**src/rtl/stg_if_pkg.sv**
```systemverilog
// Shared definitions for the instruction-fetch stage: the address/data width
// macros, the fetch FSM state type and the wrapping PC increment helper.

`ifndef SIZES_VH
`define SIZES_VH
`define SIZE_ADDR 8
`define HBIT_ADDR 7
`define SIZE_DATA 32
`define HBIT_DATA 31
`endif

package stg_if_pkg;

    // Fetch controller states:
    // S_IDLE  waiting one clock before issuing the first request
    // S_REQ   a fetch to req_addr is outstanding
    // S_DROP  a fetch is outstanding but its response will be thrown away
    // S_HOLD  a response is parked in the skid buffer while downstream stalls
    typedef enum logic [1:0] {
        S_IDLE = 2'd0,
        S_REQ  = 2'd1,
        S_DROP = 2'd2,
        S_HOLD = 2'd3
    } fetch_state_t;

    // Next sequential word address; wraps from all-ones back to zero.
    function automatic logic [`HBIT_ADDR:0] next_addr(input logic [`HBIT_ADDR:0] addr);
        return addr + {{`HBIT_ADDR{1'b0}}, 1'b1};
    endfunction

endpackage

```
**src/rtl/stg_if.sv**
```systemverilog
// Instruction-fetch stage. Issues word requests to instruction memory, presents
// one registered instruction per cycle to the next stage, parks a response in a
// one-entry skid buffer when the next stage stalls, and redirects on flush while
// discarding any response that belongs to the old instruction stream.

module stg_if
    import stg_if_pkg::*;
#(
    parameter logic [`HBIT_ADDR:0] RESET_PC = '0
) (
    input  logic                  iw_clk,
    input  logic                  iw_rst_n,
    input  logic                  iw_stall,
    input  logic                  iw_flush,
    input  logic [`HBIT_ADDR:0]   iw_branch_pc,
    output logic                  ow_imem_req,
    output logic [`HBIT_ADDR:0]   ow_imem_addr,
    input  logic                  iw_imem_ack,
    input  logic [`HBIT_DATA:0]   iw_imem_data,
    output logic [`HBIT_ADDR:0]   ow_pc,
    output logic [`HBIT_DATA:0]   ow_instr,
    output logic                  ow_valid
);

    fetch_state_t          state;
    logic [`HBIT_ADDR:0]   fetch_pc;
    logic [`HBIT_ADDR:0]   req_addr;
    logic [`HBIT_ADDR:0]   hold_pc;
    logic [`HBIT_DATA:0]   hold_instr;

    // The request strobe is a pure decode of the state register, so it drops
    // the instant reset forces S_IDLE and never glitches on input changes.
    assign ow_imem_req  = (state == S_REQ) || (state == S_DROP);
    assign ow_imem_addr = req_addr;

    // Fetch FSM: sequences requests, captures responses into the output latch or
    // the skid buffer, and handles redirects with priority over stall and ack.
    always_ff @(posedge iw_clk or negedge iw_rst_n) begin
        if (!iw_rst_n) begin
            state      <= S_IDLE;
            fetch_pc   <= RESET_PC;
            req_addr   <= RESET_PC;
            hold_pc    <= '0;
            hold_instr <= '0;
            ow_pc      <= '0;
            ow_instr   <= '0;
            ow_valid   <= 1'b0;
        end else begin
            case (state)
                S_IDLE: begin
                    if (iw_flush) begin
                        fetch_pc <= iw_branch_pc;
                        ow_pc    <= '0;
                        ow_instr <= '0;
                        ow_valid <= 1'b0;
                    end else begin
                        req_addr <= fetch_pc;
                        state    <= S_REQ;
                    end
                end

                S_REQ: begin
                    if (iw_flush) begin
                        fetch_pc <= iw_branch_pc;
                        ow_pc    <= '0;
                        ow_instr <= '0;
                        ow_valid <= 1'b0;
                        if (iw_imem_ack) begin
                            req_addr <= iw_branch_pc;
                        end else begin
                            state <= S_DROP;
                        end
                    end else if (iw_imem_ack) begin
                        fetch_pc <= next_addr(req_addr);
                        if (iw_stall) begin
                            hold_pc    <= req_addr;
                            hold_instr <= iw_imem_data;
                            state      <= S_HOLD;
                        end else begin
                            ow_pc    <= req_addr;
                            ow_instr <= iw_imem_data;
                            ow_valid <= 1'b1;
                            req_addr <= next_addr(req_addr);
                        end
                    end else if (!iw_stall) begin
                        ow_pc    <= '0;
                        ow_instr <= '0;
                        ow_valid <= 1'b0;
                    end
                end

                S_DROP: begin
                    // A redirect that coincides with the stale response can jump
                    // straight to the new target; otherwise only fetch_pc moves.
                    if (iw_flush) begin
                        fetch_pc <= iw_branch_pc;
                        ow_pc    <= '0;
                        ow_instr <= '0;
                        ow_valid <= 1'b0;
                        if (iw_imem_ack) begin
                            req_addr <= iw_branch_pc;
                            state    <= S_REQ;
                        end
                    end else if (iw_imem_ack) begin
                        req_addr <= fetch_pc;
                        state    <= S_REQ;
                    end
                end

                S_HOLD: begin
                    if (iw_flush) begin
                        fetch_pc   <= iw_branch_pc;
                        req_addr   <= iw_branch_pc;
                        hold_pc    <= '0;
                        hold_instr <= '0;
                        ow_pc      <= '0;
                        ow_instr   <= '0;
                        ow_valid   <= 1'b0;
                        state      <= S_REQ;
                    end else if (!iw_stall) begin
                        ow_pc    <= hold_pc;
                        ow_instr <= hold_instr;
                        ow_valid <= 1'b1;
                        req_addr <= fetch_pc;
                        state    <= S_REQ;
                    end
                end

                default: begin
                    state <= S_IDLE;
                end
            endcase
        end
    end

endmodule

```
**config.mk**
```make
export PLATFORM = sky130hd
export DESIGN_NAME = stg_if
export DESIGN_NICKNAME = d
export VERILOG_FILES = /design/src/rtl/stg_if_pkg.sv /design/src/rtl/stg_if.sv
export SDC_FILE = /design/constraint.sdc
export NUM_CORES = 1
export LEC_CHECK = 0
export ABC_CLOCK_PERIOD_IN_PS = 2200
export BUFFER_PORTS_ARGS = -buffer_cell sky130_fd_sc_hd__buf_2
export CAP_MARGIN = 15
export CORE_ASPECT_RATIO = 2
export CORE_UTILIZATION = 55
export CTS_BUF_LIST = sky130_fd_sc_hd__clkbuf_2
export DETAILED_ROUTE_END_ITERATION = 16
export GPL_ROUTABILITY_DRIVEN = 0
export PLACE_DENSITY = 0.79
export SYNTH_ARGS = -nofsm -noshare
export SYNTH_HDL_FRONTEND = slang
export SYNTH_SLANG_ARGS = --single-unit
```
**constraint.sdc**
```tcl
create_clock -name iw_clk -period 2.2 [get_ports iw_clk]
set_input_delay 0.55 -clock iw_clk [delete_from_list [all_inputs] [get_ports iw_clk]]
set_output_delay 0.55 -clock iw_clk [all_outputs]
set_load 0.02 [all_outputs]
```
==> summary.md <==
| Metric | Value |
|---|---|
| Status | completed |
| Final ANT Viol Nets | 0 |
| Row count | 48 |
| Design area | 5493 µm² |
| Area share of the largest cell type after synthesis | 51.32% |
| Port Buffers | 94 |
| Worst Slack Setup Final | 0.09836 ns |
| Final Core Density | 63.96% |
| Dpl ws | 0.1083 ns |
| Synthesized Nets | 582 |
| Post-Syn Instances | 531 |
| Die height | 134.5 µm |
| Fin Hold WS | 0.2218 ns |
| Starting DRT DRC Count | 305 |
| Dpl hpwl | 7.464 mm |
| Max-cap viol count | 0 |
| Post-synth ARST share | 100.0% |
| PwrDens | 1269 nW/µm² |
| Synth Flop Type | dfrtp_1 |
| Global-route wire length before repair | 18.16 mm |
| Routed wire per std cell | 15.66 µm |
| Final hold viol count | 0 |
| Crit-path cells | inv_2 > ha_1 > o21ai_2 > buf_4 > nor3b_1 > a2111oi_1 > o31ai_1 |
| Post-synth top area cell | dfrtp_1 |
| HP Class | primary input to flop |
| Clock Latency Late Sink | 0.53 ns |
| Vias in the first global route | 3909 |
| CP top delay family | compound AO/OA/AOI/OAI gates |
| Clk slew on worst S/H paths | 0.25 ns |
| Synth top cells by count | nand2_1 (138), dfrtp_1 (99), o21ai_0 (62) |
| CORE AREA | 8588 µm² |
| # diodes | 0 |
| Leakage | 0.002630 µW |
| DRC violations left | 0 |
| Share of cells above drive strength 1 | 22.06% |
| Largest net degree at the start of global routing | 100 |
| Worst-path fanout max | 10 |
| WP buf/inv | 2 |
| Clock tree buffer depth | 2 |
| Seq/Total Area, Yosys | 51.32% |
| Most common cell in the netlist | nand2_1 |
| Unrepaired setup endpoints after global routing | no |
| CP peak stage delay | 0.50 ns |
| Yosys cell types | 47 |
| CP Data Required Time | 2.64 ns |
| Die X | 68.25 µm |
| Crit path arrival time | 2.54 ns |
| Initial core utilization | 56.21% |
| Num CTS Buffers | 9 |
| DR vias/cell | 5.771 |
| Cell area after synthesis | 4827 µm² |
| Post-synth EDFFs | 0 |
| CTS tree | done |
| DR vias | 4109 |
| Fin Clk Skew | 0.01865 ns |
| Mean Syn Cell Area | 9.091 µm² |
| Period Utilization, post-route | 95.53% |
| FMAX | 0.4758 GHz |
| CTS root buf | clkbuf_2 |
| Critical Path Source Type | flop |
| Final setup TNS | 0 ns |
| Peak supply drop | 0.001151 V |
| Placement-stage cell area | 5374 µm² |
| Final setup violation count | 0 |
| Yosys warnings | 0 |
| Ranking of synthesized cells by area | dfrtp_1 (51%), nand2_1 (11%), o21ai_0 (6.4%) |
| Crit end category | flop |
| Slew Limit Fails | 0 |
| TritonCTS Sinks | 99 |
| DRT Wirelength | 11.15 mm |
| Fill cells | 749 |
| Worst-Margin Slew | 0.5568 ns |
| Worst slew margin | 62.88% |
| I/O pins | 95 |
| Die area | 9178 µm² |
| Nets | 659 |
| WS Path Type | flop to flop |
| Total Routing Usage GR | 25.96% |
| Period minus WS final | 2.102 ns |
| H-tree levels | 3 |
| #FFs+latches synth | 99 |
| Congestion Overflow GR | 0 |
| DR pass1 iterations | 5 |
| Synth-to-layout area growth | 13.79% |
| Critical-path top delay cell | dfrtp_1 |
| Antenna violations before repair | 0 |
## state kept, by name (all words and copies together), names as in the netlist
signal / count
hold_instr: 32
ow_instr: 32
fetch_pc: 8
hold_pc: 8
ow_imem_addr: 8
ow_pc: 8
state: 2
ow_valid: 1
## worst paths after layout
check / end / cells after the start / slack [ns] / start
min in group asynchronous: ow_imem_addr[4] / 3 / 0.52 / iw_rst_n
min: hold_instr[10] / 3 / 0.22 / iw_imem_data[10]
min reg2reg: ow_instr[15] / 2 / 0.51 / ow_instr[15]
max: ow_imem_addr[5] / 7 / 0.1 / state[0]
max in group asynchronous: state[1] / 3 / 1.21 / iw_rst_n
max reg2reg: ow_imem_addr[5] / 7 / 0.1 / state[0]
## tightest hold or removal path, cell delays in order
cell and delay [ns]:
buf_2 0.10, nand2_1 0.05, o21ai_1 0.05
## area by class of cell
cell class | instances | area (µm²) | area share (%)
clock buffer | 9 | 45.04 | 0.8200
clock inverter | 6 | 57.56 | 1.048
inverter | 7 | 26.28 | 0.4784
multi-input combinational | 383 | 2118 | 38.56
sequential | 99 | 2477 | 45.10
tap | 100 | 125.1 | 2.278
timing repair buffer | 108 | 643.1 | 11.71
## layout by cell type, fill, tap and decap left out, types with 4 or more instances in the layout
| master | instances |
|---|---|
| a21oi_1 | 13 |
| a22oi_1 | 40 |
| buf_12 | 5 |
| buf_2 | 93 |
| buf_4 | 9 |
| clkbuf_2 | 9 |
| dfrtp_1 | 99 |
| ha_1 | 4 |
| inv_1 | 4 |
| mux2i_1 | 8 |
| nand2_1 | 138 |
| nand3_1 | 4 |
| nor2_1 | 18 |
| o21ai_0 | 62 |
| o21ai_1 | 37 |
| o31ai_1 | 6 |
| xor2_1 | 5 |
## repair_timing
item | CTS | global route
resized for setup | 0 | 4
hold endpoints to repair | 26 | 0
hold buffers | 1 | 0
buffers inserted | 0 | 0
setup endpoints to repair | 0 | 11
## routing by layer
metal  track usage (%)  wire, µm  share of wire, %  vias up
li1                  -         -                 -     1998
met1             32.04      4453                40     1931
met2             42.54      5832                52      150
met3             5.236       528               4.7       30
met4             11.46       335               3.0        0
met5                 0         0                 0        -
## stage by stage
| stage | total power [µW] | std cells |
|---|---|---|
| finish | 6971 | 712 |
| global route | 7497 | 712 |
| detailed placement | 6156 | 696 |
| CTS | 6974 | 712 |
| global placement | 6026 | 696 |
| floorplan | 5171 | 531 |
## power breakdown
group          total (µW)  switching, µW  internal [µW]  leakage (µW)
Clock                 825            578            247     0.0000605
Combinational        3250           2080           1170       0.00127
Sequential           2900            460           2440       0.00129
## cells by family after synthesis
family	count (synthesis)	synth area share (%)
flip-flops	99	51.32
AND/OR/NAND/NOR	178	15.42
adder cells (fa/ha/maj)	6	1.555
XOR/XNOR	6	1.089
buffers and inverters	49	5.236
multiplexers	11	2.436
AO/OA/AOI/OAI	182	22.94
No activity file was read; power rests on OpenSTA's default activity.
